[src/rtl/cs_video_pkg.sv]
// cs_video_pkg -- shared types and constants for the video mixer/flash block.
// Holds the flash sequencer state enum, per-layer RGB weights and mix width.
package cs_video_pkg;

  // Flash sequencer states (HOLDOFF only reachable with CS_FLASH_LIMIT_EN)
  typedef enum logic [1:0] {
    ST_IDLE    = 2'd0,
    ST_FLASH   = 2'd1,
    ST_HOLDOFF = 2'd2
  } flash_state_e;

  // Channel width of the output and internal summing width (3 layers of <=15)
  localparam int CH_W  = 4;
  localparam int MIX_W = 6;

  typedef struct packed {
    logic [CH_W-1:0] r;
    logic [CH_W-1:0] g;
    logic [CH_W-1:0] b;
  } rgb_t;

  // Layer weights; saucer and rocket differ between mono and colour palettes
  localparam rgb_t W_STAR         = '{r: 4'd7,  g: 4'd7,  b: 4'd7};
  localparam rgb_t W_SAUCER_MONO  = '{r: 4'd7,  g: 4'd7,  b: 4'd7};
  localparam rgb_t W_SAUCER_COLOR = '{r: 4'd0,  g: 4'd15, b: 4'd15};
  localparam rgb_t W_ROCKET_MONO  = '{r: 4'd15, g: 4'd15, b: 4'd15};
  localparam rgb_t W_ROCKET_COLOR = '{r: 4'd15, g: 4'd15, b: 4'd0};

  // Sum the enabled layer weights of one channel and saturate at full scale
  function automatic logic [CH_W-1:0] mix_chan(
    input logic [2:0]      vid,
    input logic [CH_W-1:0] w_star,
    input logic [CH_W-1:0] w_saucer,
    input logic [CH_W-1:0] w_rocket
  );
    logic [MIX_W-1:0] sum;
    sum = (vid[0] ? {{(MIX_W-CH_W){1'b0}}, w_star}   : '0)
        + (vid[1] ? {{(MIX_W-CH_W){1'b0}}, w_saucer} : '0)
        + (vid[2] ? {{(MIX_W-CH_W){1'b0}}, w_rocket} : '0);
    return (sum > MIX_W'(15)) ? 4'hF : sum[CH_W-1:0];
  endfunction

endpackage

[src/rtl/cs_flash_seq.sv]
// cs_flash_seq -- explosion detector and whole-frame inversion sequencer.
// Build option: define CS_FLASH_LIMIT_EN for the timed FLASH/HOLDOFF sequencing;
// without it, inversion simply follows the previous frame's explosion flag.
module cs_flash_seq
  import cs_video_pkg::*;
#(
  parameter int FLASH_FRAMES   = 1,
  parameter int HOLDOFF_FRAMES = 2
) (
  input  logic clk_sys,
  input  logic reset,
  input  logic ce_pix,
  input  logic vs_rise,
  input  logic exp_pix,
  output logic inv
);

  // Reject out-of-range frame counts at elaboration
  generate
    if (FLASH_FRAMES < 1 || FLASH_FRAMES > 15 ||
        HOLDOFF_FRAMES < 0 || HOLDOFF_FRAMES > 15) begin : g_param_check
      $error("cs_flash_seq: FLASH_FRAMES must be 1..15, HOLDOFF_FRAMES 0..15");
    end
  endgenerate

  logic exp_seen_q, exp_seen_d;
  logic exp_now;

  // An explosion pixel in the vs_rise cycle still belongs to the ending frame
  assign exp_now = exp_seen_q | (ce_pix & exp_pix);

  // Explosion flag: collect over the frame, clear at frame start
  always_comb begin
    exp_seen_d = exp_now;
    if (vs_rise) begin
      exp_seen_d = 1'b0;
    end
  end

`ifdef CS_FLASH_LIMIT_EN

  localparam logic [3:0] FLASH_RELOAD = 4'(FLASH_FRAMES - 1);
  localparam logic [3:0] HOLD_RELOAD  = (HOLDOFF_FRAMES == 0) ? 4'd0 : 4'(HOLDOFF_FRAMES - 1);
  localparam bit         NO_HOLD      = (HOLDOFF_FRAMES == 0);

  flash_state_e state_q, state_d;
  logic [3:0]   cnt_q, cnt_d;

  // Frame-rate FSM: only moves on vs_rise
  always_comb begin
    state_d = state_q;
    cnt_d   = cnt_q;
    if (vs_rise) begin
      case (state_q)
        ST_IDLE: begin
          if (exp_now) begin
            state_d = ST_FLASH;
            cnt_d   = FLASH_RELOAD;
          end
        end
        ST_FLASH: begin
          if (cnt_q != 4'd0) begin
            cnt_d = cnt_q - 4'd1;
          end else if (exp_now && NO_HOLD) begin
            cnt_d = FLASH_RELOAD;
          end else if (NO_HOLD) begin
            state_d = ST_IDLE;
            cnt_d   = 4'd0;
          end else begin
            state_d = ST_HOLDOFF;
            cnt_d   = HOLD_RELOAD;
          end
        end
        ST_HOLDOFF: begin
          // explosions are ignored here; exp_seen clears with this vs_rise
          if (cnt_q == 4'd0) begin
            state_d = ST_IDLE;
          end else begin
            cnt_d = cnt_q - 4'd1;
          end
        end
        default: begin
          state_d = ST_IDLE;
          cnt_d   = 4'd0;
        end
      endcase
    end
  end

  // State, counter and explosion flag registers
  always_ff @(posedge clk_sys) begin
    if (reset) begin
      state_q    <= ST_IDLE;
      cnt_q      <= 4'd0;
      exp_seen_q <= 1'b0;
    end else begin
      state_q    <= state_d;
      cnt_q      <= cnt_d;
      exp_seen_q <= exp_seen_d;
    end
  end

  assign inv = (state_q == ST_FLASH);

`else

  logic inv_q, inv_d;

  // Invert the next frame whenever the ending frame showed an explosion
  always_comb begin
    inv_d = inv_q;
    if (vs_rise) begin
      inv_d = exp_now;
    end
  end

  // Inversion and explosion flag registers
  always_ff @(posedge clk_sys) begin
    if (reset) begin
      inv_q      <= 1'b0;
      exp_seen_q <= 1'b0;
    end else begin
      inv_q      <= inv_d;
      exp_seen_q <= exp_seen_d;
    end
  end

  assign inv = inv_q;

`endif

endmodule

[src/rtl/cs_video_ctrl.sv]
// cs_video_ctrl -- layer mixer, palette select, frame counter and flash control.
// Build option: CS_FLASH_LIMIT_EN selects the timed flash sequencer in cs_flash_seq.
module cs_video_ctrl
  import cs_video_pkg::*;
#(
  parameter int FLASH_FRAMES   = 1,
  parameter int HOLDOFF_FRAMES = 2
) (
  input  logic       clk_sys,
  input  logic       reset,
  input  logic       ce_pix,
  input  logic       vsync,
  input  logic       hblank,
  input  logic       vblank,
  input  logic [3:0] video,
  input  logic       color_en,
  output logic [3:0] r,
  output logic [3:0] g,
  output logic [3:0] b,
  output logic       inv,
  output logic [7:0] frame_cnt
);

  logic       vs_q, vs_d;
  logic       vs_rise;
  logic       mode_q, mode_d;
  logic [7:0] frame_cnt_q, frame_cnt_d;
  rgb_t       rgb_q, rgb_d;
  rgb_t       w_saucer, w_rocket, mixed, pix;
  logic       inv_w;

  assign vs_rise = vsync & ~vs_q;

  cs_flash_seq #(
    .FLASH_FRAMES  (FLASH_FRAMES),
    .HOLDOFF_FRAMES(HOLDOFF_FRAMES)
  ) u_flash_seq (
    .clk_sys(clk_sys),
    .reset  (reset),
    .ce_pix (ce_pix),
    .vs_rise(vs_rise),
    .exp_pix(video[3]),
    .inv    (inv_w)
  );

  // Frame-rate state: edge detector, palette latch, frame counter
  always_comb begin
    vs_d        = vsync;
    mode_d      = mode_q;
    frame_cnt_d = frame_cnt_q;
    if (vs_rise) begin
      mode_d      = color_en;
      frame_cnt_d = frame_cnt_q + 8'd1;
    end
  end

  // Pixel mixer: weight sum, saturate, invert, blank, then hold unless ce_pix
  always_comb begin
    w_saucer = mode_q ? W_SAUCER_COLOR : W_SAUCER_MONO;
    w_rocket = mode_q ? W_ROCKET_COLOR : W_ROCKET_MONO;
    mixed.r  = mix_chan(video[2:0], W_STAR.r, w_saucer.r, w_rocket.r);
    mixed.g  = mix_chan(video[2:0], W_STAR.g, w_saucer.g, w_rocket.g);
    mixed.b  = mix_chan(video[2:0], W_STAR.b, w_saucer.b, w_rocket.b);
    pix      = mixed ^ {3{{4{inv_w}}}};
    if (hblank | vblank) begin
      pix = '0;
    end
    rgb_d = rgb_q;
    if (ce_pix) begin
      rgb_d = pix;
    end
  end

  // Registers; vs_q tracks vsync even in reset so release never fakes an edge
  always_ff @(posedge clk_sys) begin
    if (reset) begin
      vs_q        <= vsync;
      mode_q      <= 1'b0;
      frame_cnt_q <= 8'd0;
      rgb_q       <= '0;
    end else begin
      vs_q        <= vs_d;
      mode_q      <= mode_d;
      frame_cnt_q <= frame_cnt_d;
      rgb_q       <= rgb_d;
    end
  end

  assign r         = rgb_q.r;
  assign g         = rgb_q.g;
  assign b         = rgb_q.b;
  assign inv       = inv_w;
  assign frame_cnt = frame_cnt_q;

endmodule

[config.mk]
export PLATFORM = sky130hd
export DESIGN_NAME = cs_video_ctrl
export DESIGN_NICKNAME = d
export VERILOG_FILES = /design/src/rtl/cs_video_pkg.sv /design/src/rtl/cs_flash_seq.sv /design/src/rtl/cs_video_ctrl.sv
export SDC_FILE = /design/constraint.sdc
export NUM_CORES = 1
export LEC_CHECK = 0
export BUFFER_PORTS_ARGS = -buffer_cell sky130_fd_sc_hd__buf_2
export CAP_MARGIN = 15
export CORE_MARGIN = 5
export CORE_UTILIZATION = 30
export DETAILED_ROUTE_END_ITERATION = 6
export SYNTH_ARGS = -nofsm -noshare
export SYNTH_HDL_FRONTEND = slang
export SYNTH_HIERARCHICAL = 1
export SYNTH_SLANG_ARGS = --single-unit
[constraint.sdc]
create_clock -name clk_sys -period 3.6 [get_ports clk_sys]
set_input_delay 0.72 -clock clk_sys [delete_from_list [all_inputs] [get_ports clk_sys]]
set_output_delay 0.72 -clock clk_sys [all_outputs]
set_load 0.03 [all_outputs]
==> run_summary.xml, run 1 <==
<?xml version="1.0" encoding="UTF-8"?>
<metrics>
  <group name="status">
    <metric name="result_of_the_run" unit="">finished, final reports clean</metric>
  </group>
  <group name="setup_path">
    <metric name="crit_buf_inv" unit="">2</metric>
    <metric name="worstSetupEndpointType" unit="">flop</metric>
    <metric name="crit_required" unit="ns">3.75</metric>
    <metric name="worst_path_max_delay_cell" unit="">sky130_fd_sc_hd__fa_1</metric>
    <metric name="timing.critical_path.depth" unit="">9</metric>
    <metric name="critPathMaxFanout" unit="">4</metric>
    <metric name="critPathKind" unit="">primary input to flop</metric>
    <metric name="crit_path_cell_trace" unit="">buf_2 &gt; fa_1 &gt; ha_1 &gt; inv_1 &gt; fa_1 &gt; nor3b_1 &gt; a2bb2oi_2 &gt; or3_4 &gt; nand3_2</metric>
    <metric name="crit_path_start_kind" unit="">primary input</metric>
    <metric name="cp_top_family" unit="">adder cells</metric>
    <metric name="critical_path_arrival" unit="ns">2.95</metric>
    <metric name="cp_common_cell" unit="">sky130_fd_sc_hd__fa_1</metric>
    <metric name="ff2ff_path_depth" unit="">9</metric>
    <metric name="worst_path_largest_cell_delay" unit="ns">0.60</metric>
  </group>
  <group name="routing">
    <metric name="final_antenna_net_count" unit="">0</metric>
    <metric name="via_per_inst" unit="">4.66</metric>
    <metric name="vias" unit="">1081</metric>
    <metric name="drc" unit="">0</metric>
    <metric name="drt-wirelength-per-cell" unit="um">11.8</metric>
    <metric name="first_iter_violations" unit="">84</metric>
    <metric name="detail_route.first_pass.iterations" unit="">4</metric>
    <metric name="detail_route.wirelength" unit="um">2740</metric>
  </group>
  <group name="cts">
    <metric name="ctsHtreeMaxLevel" unit="">1</metric>
    <metric name="cts_tree" unit="">done</metric>
    <metric name="clk_pin_slew" unit="ns">0.08</metric>
    <metric name="numClockSinks" unit="">24</metric>
    <metric name="postCtsResizedCells" unit="">0</metric>
    <metric name="tritoncts.num_buffers" unit="">3</metric>
    <metric name="root_buffer" unit="">sky130_fd_sc_hd__clkbuf_8</metric>
    <metric name="postCtsHoldBufs" unit="">0</metric>
    <metric name="post_cts.repair.setup_buffers" unit="">0</metric>
    <metric name="cts.path.max_buffers" unit="">2</metric>
    <metric name="worstSkewPairLatency" unit="ns">0.27</metric>
  </group>
  <group name="die">
    <metric name="num_rows" unit="">25</metric>
    <metric name="overall_die_width" unit="um">78.9</metric>
    <metric name="floorplan.die_area" unit="sq um">6220</metric>
    <metric name="floorplan_core_area" unit="sq um">4660</metric>
    <metric name="ios" unit="">32</metric>
    <metric name="floorplan.initialDensity" unit="%">30.5</metric>
    <metric name="dieHeight" unit="um">78.9</metric>
  </group>
  <group name="global_route">
    <metric name="grt.total_usage" unit="%">8.93</metric>
    <metric name="antenna_found_initial" unit="">0</metric>
    <metric name="vias_in_the_first_global_route" unit="">992</metric>
    <metric name="globalRoute.totalOverflow" unit="">0</metric>
    <metric name="grt_pass1_wl" unit="um">4560</metric>
    <metric name="maximum_number_of_pins_on_one_net_before_global_route_repair" unit="">16</metric>
  </group>
  <group name="pwr">
    <metric name="peakVddDrop" unit="uV">134</metric>
    <metric name="power_density" unit="nW/um^2">406</metric>
    <metric name="leakage" unit="nW">0.801</metric>
    <metric name="finalPower" unit="mW">0.692</metric>
  </group>
  <group name="timing">
    <metric name="max_freq" unit="MHz">357</metric>
    <metric name="grt_setup_unrepaired" unit="">false</metric>
    <metric name="finalHoldViolCount" unit="">0</metric>
    <metric name="total_negative_slack" unit="ns">0</metric>
    <metric name="fin_crit" unit="ns">2.80</metric>
    <metric name="finalClockSkew" unit="ns">0.00740</metric>
    <metric name="slew-limit-headroom" unit="%">40.2</metric>
    <metric name="final-max-slew-violation-count" unit="">0</metric>
    <metric name="tightestPinTransition" unit="ns">0.895</metric>
    <metric name="final_min_period_over_clock_period" unit="%">77.7</metric>
    <metric name="setup_viol" unit="">0</metric>
  </group>
  <group name="logic_synthesis">
    <metric name="post_synth_instance_area" unit="sq um">1420</metric>
    <metric name="async_flop_share" unit="%">0</metric>
    <metric name="synth_sequential_area_ratio" unit="%">33.8</metric>
    <metric name="synthCells" unit="">146</metric>
    <metric name="synth-warning-count" unit="">6</metric>
    <metric name="synth_top_cell_by_area" unit="">sky130_fd_sc_hd__dfxtp_1</metric>
    <metric name="synth_fp_nets" unit="">174</metric>
    <metric name="netlist_top_cells_count" unit="">sky130_fd_sc_hd__dfxtp_1 (24), sky130_fd_sc_hd__nor2_1 (18), sky130_fd_sc_hd__ha_1 (12), sky130_fd_sc_hd__inv_1 (10), sky130_fd_sc_hd__xnor2_1 (9)</metric>
    <metric name="most_instantiated_library_cell_after_synthesis" unit="">sky130_fd_sc_hd__dfxtp_1</metric>
    <metric name="synth_enable_flop_cells" unit="">0</metric>
    <metric name="avgSynthCellArea" unit="sq um">9.74</metric>
    <metric name="synthFlopType" unit="">sky130_fd_sc_hd__dfxtp_1</metric>
    <metric name="synth_top_cell_area_share" unit="%">33.8</metric>
    <metric name="synthDistinctLibCells" unit="">37</metric>
    <metric name="postSynthRegisterBits" unit="">24</metric>
    <metric name="synth.area.top_cells" unit="">sky130_fd_sc_hd__dfxtp_1 (34%), sky130_fd_sc_hd__ha_1 (11%), sky130_fd_sc_hd__fa_1 (7.0%)</metric>
  </group>
  <group name="finish">
    <metric name="layout.nets" unit="">207</metric>
    <metric name="final_cell_count_no_fill" unit="">232</metric>
    <metric name="final_layout_size_suffix_gt1_share" unit="%">27.0</metric>
    <metric name="insertedDiodeCount" unit="">0</metric>
    <metric name="layout-area-overhead-vs-synth" unit="%">19.9</metric>
    <metric name="final.fill_count" unit="">478</metric>
  </group>
  <group name="placement">
    <metric name="numPlacedInstances" unit="">228</metric>
    <metric name="port_buffers" unit="">31</metric>
    <metric name="place_hpwl" unit="um">2160</metric>
    <metric name="gp_congestion" unit="">0.811</metric>
  </group>
  <group name="worst_hold_path">
    <metric name="worstHoldPathType" unit="">flop to flop</metric>
    <metric name="hold_depth" unit="">1</metric>
  </group>
  <group name="run">
    <metric name="maxCapViolCount" unit="">0</metric>
  </group>
</metrics>
final cells by class:
class                   instances  area (sq um)  area share (%)
clock inverters                 1          30.0            1.76
repair buffers                 32           163            9.54
inverters                      13          48.8            2.86
flip-flops and latches         24           480            28.2
multi-input cells             105           875            51.3
well taps                      54          67.6            3.96
clock buffers                   3          41.3            2.42
metal layers:
| layer | wire (um) | vias to the layer above | share of wire [%] | track usage, % |
|---|---|---|---|---|
| met5 | 0 | - | 0 | 0 |
| met4 | 29 | 0 | 1.1 | 3.61 |
| met3 | 149 | 2 | 5.4 | 2.27 |
| met2 | 1160 | 25 | 42 | 13.1 |
| met1 | 1400 | 488 | 51 | 12.5 |
| li1 | - | 566 | - | - |
sequential cells by signal (all words and copies together), names as in the netlist:
name	count
g	4
frame_cnt	8
vs_q	1
u_flash_seq/exp_seen_q	1
u_flash_seq/inv	1
b	4
r	4
mode_q	1
logic make-up after synthesis:
family | count (synthesis) | share of synthesized area [%]
simple gates | 49 | 20.5
flops | 24 | 33.8
compound gates | 22 | 12.8
buf+inv | 17 | 4.75
fa+ha+maj | 17 | 17.6
xor+xnor | 15 | 9.24
mux | 2 | 1.41
per-stage QoR:
stage / setup slack, ns / utilization, % / hold WS (ns) / area, sq um
floorplan: 0.863 / - / 0.487 / 1420
global placement: 0.615 / 35.1 / 0.456 / 1630
detailed placement: 0.547 / 35.1 / 0.462 / 1630
CTS: 0.820 / 36.6 / 0.481 / 1710
global route: 0.648 / 36.6 / 0.499 / 1710
finish: 0.801 / 36.6 / 0.477 / 1710
path summary, 6_finish.rpt:
check        endpoint      from  slack, ns
min              r[0]      r[0]       0.48
min reg2reg      r[0]      r[0]       0.48
max reg2reg      b[1]    mode_q       1.34
max              g[2]  video[0]       0.80
power by group:
group | switching, mW | total, mW | internal (mW)
registers | 0.00932 | 0.286 | 0.276
logic | 0.0997 | 0.171 | 0.0717
clock network | 0.0862 | 0.235 | 0.149
total | 0.195 | 0.692 | 0.497
placed cells by master (no fill, tap or decap), types with 5 or more instances in the layout:
cell type                 count
sky130_fd_sc_hd__buf_2       31
sky130_fd_sc_hd__ha_1        12
sky130_fd_sc_hd__a22o_1       6
sky130_fd_sc_hd__nand3_1      6
sky130_fd_sc_hd__fa_1         5
sky130_fd_sc_hd__nor2_1      18
sky130_fd_sc_hd__xor2_1       6
sky130_fd_sc_hd__dfxtp_1     24
sky130_fd_sc_hd__xnor2_1      9
sky130_fd_sc_hd__inv_1       10
No activity file was read; power rests on OpenSTA's default activity.
==> run 2, diff against run 1 <==
==> constraint.sdc (replaced) <==
create_clock -name clk_sys -period 2.3 [get_ports clk_sys]
set_input_delay 0.46 -clock clk_sys [delete_from_list [all_inputs] [get_ports clk_sys]]
set_output_delay 0.46 -clock clk_sys [all_outputs]
set_load 0.03 [all_outputs]
==> run 2 against run 1 <==
Worst setup slack lost 0.78 ns. Clock power up 22%. Cell count up 6.5%. Via count is 7.6% higher. Critical path type unchanged. Largest cell class unchanged. Highest routed layer unchanged.
==> run_summary.xml, run 2 (synthesis gave the netlist of run 1 again) <==
<?xml version="1.0" encoding="UTF-8"?>
<metrics>
  <group name="status">
    <metric name="result_of_the_run" unit="">finished, final reports clean</metric>
  </group>
  <group name="global_route">
    <metric name="grt.total_usage" unit="%">9.29</metric>
    <metric name="antenna_found_initial" unit="">0</metric>
    <metric name="globalRoute.totalOverflow" unit="">0</metric>
    <metric name="maximum_number_of_pins_on_one_net_before_global_route_repair" unit="">16</metric>
    <metric name="grt_pass1_wl" unit="um">4740</metric>
    <metric name="vias_in_the_first_global_route" unit="">1027</metric>
  </group>
  <group name="run">
    <metric name="maxCapViolCount" unit="">0</metric>
  </group>
  <group name="placement">
    <metric name="port_buffers" unit="">31</metric>
    <metric name="gp_congestion" unit="">0.716</metric>
    <metric name="place_hpwl" unit="um">2290</metric>
    <metric name="placedInstanceArea" unit="sq um">1760</metric>
    <metric name="placement.setup.worst_slack" unit="ns">-0.296</metric>
  </group>
  <group name="setup_path">
    <metric name="crit-reg2reg-launch" unit="">mode_q</metric>
    <metric name="worstSetupEndpointType" unit="">flop</metric>
    <metric name="critical_path.startpoint" unit="">video[2]</metric>
    <metric name="critPathMaxFanout" unit="">4</metric>
    <metric name="crit_required" unit="ns">2.46</metric>
    <metric name="critPathKind" unit="">primary input to flop</metric>
    <metric name="crit_path_start_kind" unit="">primary input</metric>
    <metric name="critical_path_arrival" unit="ns">2.44</metric>
  </group>
  <group name="cts">
    <metric name="numClockSinks" unit="">24</metric>
    <metric name="tritoncts.num_buffers" unit="">3</metric>
    <metric name="worstSkewPairLatency" unit="ns">0.26</metric>
    <metric name="cts.path.max_buffers" unit="">2</metric>
    <metric name="cts_tree" unit="">done</metric>
    <metric name="root_buffer" unit="">sky130_fd_sc_hd__clkbuf_8</metric>
    <metric name="clk_pin_slew" unit="ns">0.08</metric>
    <metric name="ctsHtreeMaxLevel" unit="">1</metric>
  </group>
  <group name="timing">
    <metric name="final_min_period_over_clock_period" unit="%">99.2</metric>
    <metric name="finalClockSkew" unit="ns">0.000950</metric>
    <metric name="slew-limit-headroom" unit="%">55.7</metric>
    <metric name="tightestPinTransition" unit="ns">0.662</metric>
    <metric name="fin_crit" unit="ns">2.28</metric>
    <metric name="grt_setup_unrepaired" unit="">true</metric>
    <metric name="setup_ws" unit="ns">0.0186</metric>
    <metric name="setup_viol" unit="">0</metric>
    <metric name="finalHoldViolCount" unit="">0</metric>
    <metric name="hold_ws" unit="ns">0.299</metric>
    <metric name="max_freq" unit="MHz">438</metric>
    <metric name="total_negative_slack" unit="ns">0</metric>
    <metric name="final-max-slew-violation-count" unit="">0</metric>
  </group>
  <group name="finish">
    <metric name="layout-area-overhead-vs-synth" unit="%">29.9</metric>
    <metric name="fin_area" unit="sq um">1850</metric>
    <metric name="layout.nets" unit="">222</metric>
    <metric name="insertedDiodeCount" unit="">0</metric>
    <metric name="layout.cells.most_common_list" unit="">sky130_fd_sc_hd__buf_2 (29), sky130_fd_sc_hd__dfxtp_1 (23), sky130_fd_sc_hd__nor2_1 (18)</metric>
    <metric name="final.fill_count" unit="">473</metric>
    <metric name="largest_reg_flops" unit="">8</metric>
    <metric name="final_layout_size_suffix_gt1_share" unit="%">36.8</metric>
    <metric name="final_common_cell" unit="">sky130_fd_sc_hd__buf_2</metric>
  </group>
  <group name="routing">
    <metric name="detail_route.first_pass.iterations" unit="">4</metric>
    <metric name="drt-wirelength-per-cell" unit="um">11.3</metric>
    <metric name="first_iter_violations" unit="">103</metric>
    <metric name="final_antenna_net_count" unit="">0</metric>
    <metric name="drc" unit="">0</metric>
    <metric name="detail_route.wirelength" unit="um">2800</metric>
    <metric name="via_per_inst" unit="">4.71</metric>
    <metric name="vias" unit="">1163</metric>
  </group>
  <group name="worst_hold_path">
    <metric name="worstHoldPathType" unit="">primary input to flop</metric>
    <metric name="hold_start" unit="">vsync</metric>
  </group>
  <group name="pwr">
    <metric name="power_density" unit="nW/um^2">567</metric>
    <metric name="total_switching_power" unit="mW">0.314</metric>
    <metric name="netSwitchingFraction" unit="%">30.0</metric>
    <metric name="leakage" unit="nW">0.880</metric>
    <metric name="cell_internal_pwr" unit="mW">0.733</metric>
    <metric name="peakVddDrop" unit="uV">245</metric>
    <metric name="comb_power_share" unit="%">30.2</metric>
    <metric name="power.share.clock" unit="%">27.3</metric>
    <metric name="power.share.sequential" unit="%">42.6</metric>
  </group>
  <group name="die">
    <metric name="floorplan.die_area" unit="sq um">6220</metric>
    <metric name="floorplan.initialDensity" unit="%">30.5</metric>
    <metric name="overall_die_width" unit="um">78.9</metric>
    <metric name="dieHeight" unit="um">78.9</metric>
    <metric name="ios" unit="">32</metric>
    <metric name="num_rows" unit="">25</metric>
    <metric name="floorplan_core_area" unit="sq um">4660</metric>
  </group>
</metrics>
[run 2: path summary, 6_finish.rpt]
| check | end | slack, ns | cells past startpoint |
|---|---|---|---|
| max | g[2] | 0.02 | 9 |
| min | vs_q | 0.30 | 1 |
| max reg2reg | g[2] | 0.11 | 9 |
| min reg2reg | r[3] | 0.47 | 2 |
[run 2: worst max-delay path, stage by stage]
cell and delay (ns):
sky130_fd_sc_hd__buf_8 0.10, sky130_fd_sc_hd__fa_1 0.55, sky130_fd_sc_hd__ha_2 0.19, sky130_fd_sc_hd__inv_2 0.04, sky130_fd_sc_hd__fa_2 0.37, sky130_fd_sc_hd__nor3b_4 0.23
sky130_fd_sc_hd__a2bb2oi_2 0.25, sky130_fd_sc_hd__or3_4 0.19, sky130_fd_sc_hd__nand3_2 0.06
[run 2: power groups by stage]
| stage | combinational (mW) | clock [mW] | sequential [mW] |
|---|---|---|---|
| 2_1_floorplan | 0.187 | 0 | 0.480 |
| 3_3_place_gp | 0.303 | 0 | 0.456 |
| 3_5_place_dp | 0.307 | 0 | 0.456 |
| 4_1_cts | 0.309 | 0.298 | 0.446 |
| 5_1_grt | 0.352 | 0.316 | 0.449 |
| 6_report | 0.316 | 0.286 | 0.446 |
[run 2: what timing repair did]
item | 4_1_cts | 5_1_grt
setup buffers | 0 | 1
gates resized for setup | 0 | 9
hold endpoints to repair | 0 | 0
hold buffers | 0 | 0
pin swaps | 2 | 2
endpoints found under the setup margin | 1 | 8
[run 2: stage by stage]
step / std cells / total power, mW / util (%)
after detailed placement: 242 / 0.763 / 37.7
after global routing: 247 / 1.12 / 39.7
final: 247 / 1.05 / 39.7
after global placement: 242 / 0.759 / 37.7
after CTS: 246 / 1.05 / 38.9
after floorplan: 146 / 0.667 / -
[run 2: per-layer routing]
layer	track usage, %	part of all wire [%]	vias up
met2	15.4	45	27
li1	-	-	595
met1	11.6	48	536
met4	3.61	1.7	0
met5	0	0	-
met3	2.27	5.5	5
[run 2: area by class of cell]
type	count	area, sq um	area share (%)
inverters	13	48.8	2.64
well taps	54	67.6	3.66
repair buffers	47	292	15.8
flip-flops and latches	24	482	26.1
clock buffers	4	55.1	2.98
multi-input cells	105	903	48.9
==> run 3, diff against run 2 <==
--- a/config.mk
+++ b/config.mk
@@ -8,8 +8,9 @@
 export BUFFER_PORTS_ARGS = -buffer_cell sky130_fd_sc_hd__buf_2
 export CAP_MARGIN = 15
 export CORE_MARGIN = 5
-export CORE_UTILIZATION = 30
+export CORE_UTILIZATION = 48
 export DETAILED_ROUTE_END_ITERATION = 6
+export PLACE_DENSITY_LB_ADDON = 0.1
 export SYNTH_ARGS = -nofsm -noshare
 export SYNTH_HDL_FRONTEND = slang
 export SYNTH_HIERARCHICAL = 1
==> run 3 against run 2 <==
Wire length rose by 9.2%. Count of clock-buffer cells in the layout fell by 1. First-iteration DRC count fell by 46%. Core utilization rose by 25 points. Cell count fell by 9.3%.
==> run_summary.xml, run 3 (synthesis gave the netlist of run 1 again) <==
<?xml version="1.0" encoding="UTF-8"?>
<metrics>
  <group name="routing">
    <metric name="detail_route.wirelength" unit="um">3060</metric>
    <metric name="via_per_inst" unit="">5.26</metric>
    <metric name="drt-wirelength-per-cell" unit="um">13.7</metric>
    <metric name="detail_route.first_pass.iterations" unit="">4</metric>
    <metric name="final_antenna_net_count" unit="">0</metric>
    <metric name="drc" unit="">0</metric>
    <metric name="first_iter_violations" unit="">56</metric>
    <metric name="vias" unit="">1178</metric>
  </group>
  <group name="timing">
    <metric name="tightestPinTransition" unit="ns">0.700</metric>
    <metric name="final_min_period_over_clock_period" unit="%">97.8</metric>
    <metric name="fin_crit" unit="ns">2.25</metric>
    <metric name="grt_setup_unrepaired" unit="">true</metric>
    <metric name="setup_viol" unit="">0</metric>
    <metric name="max_freq" unit="MHz">445</metric>
    <metric name="setup_ws" unit="ns">0.0506</metric>
    <metric name="final-max-slew-violation-count" unit="">0</metric>
    <metric name="finalClockSkew" unit="ns">0.00893</metric>
    <metric name="slew-limit-headroom" unit="%">53.2</metric>
    <metric name="finalHoldViolCount" unit="">0</metric>
  </group>
  <group name="setup_path">
    <metric name="critPathMaxFanout" unit="">4</metric>
    <metric name="worst_path_max_delay_cell" unit="">sky130_fd_sc_hd__fa_1</metric>
    <metric name="worstSetupEndpointType" unit="">flop</metric>
    <metric name="crit_path_cell_trace" unit="">buf_8 &gt; fa_1 &gt; ha_2 &gt; inv_2 &gt; fa_2 &gt; nor2b_4 &gt; a2bb2oi_2 &gt; or3_4 &gt; nand3_2</metric>
    <metric name="crit_path_start_kind" unit="">primary input</metric>
    <metric name="crit_required" unit="ns">2.56</metric>
    <metric name="critical_path_arrival" unit="ns">2.51</metric>
    <metric name="critPathKind" unit="">primary input to flop</metric>
    <metric name="worst_path_largest_cell_delay" unit="ns">0.56</metric>
  </group>
  <group name="finish">
    <metric name="final_layout_size_suffix_gt1_share" unit="%">38.9</metric>
    <metric name="final_core_util" unit="%">64.9</metric>
    <metric name="layout-area-overhead-vs-synth" unit="%">28.1</metric>
    <metric name="layout.nets" unit="">222</metric>
    <metric name="layout.cells.most_common_list" unit="">sky130_fd_sc_hd__buf_2 (30), sky130_fd_sc_hd__dfxtp_1 (23), sky130_fd_sc_hd__nor2_1 (17)</metric>
    <metric name="final_common_cell" unit="">sky130_fd_sc_hd__buf_2</metric>
    <metric name="insertedDiodeCount" unit="">0</metric>
    <metric name="largest_reg_flops" unit="">8</metric>
  </group>
  <group name="cts">
    <metric name="root_buffer" unit="">sky130_fd_sc_hd__clkbuf_4</metric>
    <metric name="clk_pin_slew" unit="ns">0.14</metric>
    <metric name="cts.path.max_buffers" unit="">2</metric>
    <metric name="ctsHtreeMaxLevel" unit="">1</metric>
    <metric name="cts_tree" unit="">done</metric>
    <metric name="worstSkewPairLatency" unit="ns">0.31</metric>
    <metric name="numClockSinks" unit="">24</metric>
    <metric name="tritoncts.num_buffers" unit="">3</metric>
    <metric name="postCtsHoldBufs" unit="">0</metric>
  </group>
  <group name="status">
    <metric name="result_of_the_run" unit="">finished, final reports clean</metric>
  </group>
  <group name="placement">
    <metric name="gp_congestion" unit="">0.716</metric>
    <metric name="placement.setup.worst_slack" unit="ns">-0.263</metric>
    <metric name="port_buffers" unit="">31</metric>
    <metric name="place_hpwl" unit="um">2440</metric>
  </group>
  <group name="worst_hold_path">
    <metric name="worstHoldPathType" unit="">primary input to flop</metric>
  </group>
  <group name="global_route">
    <metric name="antenna_found_initial" unit="">0</metric>
    <metric name="grt_pass1_wl" unit="um">5320</metric>
    <metric name="vias_in_the_first_global_route" unit="">1203</metric>
    <metric name="grt.total_usage" unit="%">15.8</metric>
    <metric name="maximum_number_of_pins_on_one_net_before_global_route_repair" unit="">16</metric>
    <metric name="globalRoute.totalOverflow" unit="">0</metric>
  </group>
  <group name="pwr">
    <metric name="power.share.sequential" unit="%">41.6</metric>
    <metric name="netSwitchingFraction" unit="%">29.5</metric>
    <metric name="power.share.clock" unit="%">28.1</metric>
    <metric name="peakVddDrop" unit="uV">357</metric>
    <metric name="comb_power_share" unit="%">30.3</metric>
    <metric name="leakage" unit="nW">0.879</metric>
    <metric name="power_density" unit="nW/um^2">591</metric>
    <metric name="total_switching_power" unit="mW">0.317</metric>
    <metric name="cell_internal_pwr" unit="mW">0.759</metric>
  </group>
  <group name="die">
    <metric name="floorplan.initialDensity" unit="%">50.7</metric>
    <metric name="overall_die_width" unit="um">64.4</metric>
    <metric name="ios" unit="">32</metric>
    <metric name="dieHeight" unit="um">64.4</metric>
    <metric name="num_rows" unit="">19</metric>
    <metric name="floorplan_core_area" unit="sq um">2810</metric>
    <metric name="floorplan.die_area" unit="sq um">4150</metric>
  </group>
  <group name="run">
    <metric name="maxCapViolCount" unit="">0</metric>
  </group>
</metrics>
==> run 3: worst paths after layout <==
kind,from,depth (start not counted),slack [ns],end
setup / recovery,video[1],9,0.05,g[2]
hold / removal,vsync,1,0.24,vs_q
setup reg to reg,mode_q,8,0.09,b[3]
hold reg to reg,r[3],2,0.48,r[3]
==> run 3: power by group through the flow <==
stage / Clock [mW] / Sequential [mW] / Combinational [mW]
finish: 0.302 / 0.448 / 0.326
global route: 0.326 / 0.451 / 0.364
CTS: 0.312 / 0.448 / 0.309
detailed placement: 0 / 0.457 / 0.308
global placement: 0 / 0.455 / 0.296
floorplan: 0 / 0.480 / 0.187
==> run 3: layer usage <==
metal  global-route usage [%]  up-vias  wire length (um)
met5                        0        -                 0
met4                     4.75        0                35
met3                     2.94        4               141
met2                     26.9       28              1520
met1                     20.4      550              1370
li1                         -      596                 -
==> run 3: final cells by class <==
class / instances / area, sq um
multi-input combinational: 105 / 915
tap: 31 / 38.8
timing repair buffer: 47 / 285
fill: 246 / 983
sequential: 24 / 482
inverter: 13 / 48.8
clock buffer: 3 / 22.5
clock inverter: 1 / 30.0
==> run 3: through the flow <==
| stage | hold slack (ns) | power (mW) | instances | instance area [sq um] | TNS (ns) |
|---|---|---|---|---|---|
| after CTS | 0.232 | 1.07 | 222 | 1770 | 0 |
| after detailed placement | 0.449 | 0.765 | 218 | 1720 | -2.08 |
| after global routing | 0.220 | 1.14 | 224 | 1820 | -0.138 |
| after floorplan | 0.487 | 0.667 | 146 | 1440 | -0.297 |
| final | 0.242 | 1.08 | 224 | 1820 | 0 |
| after global placement | 0.450 | 0.751 | 218 | 1720 | -1.54 |
==> run 3: repair_timing <==
| item | in CTS | in global routing |
|---|---|---|
| gates resized for setup | 0 | 11 |
| setup endpoints to repair | 0 | 8 |
| buffers inserted | 0 | 2 |
==> run 3: critical path: cells and delay by family <==
kind            cells  cell delay [ns]
buf+inv             2             0.14
simple gates        3             0.62
compound gates      1             0.15
fa+ha+maj           3             1.13
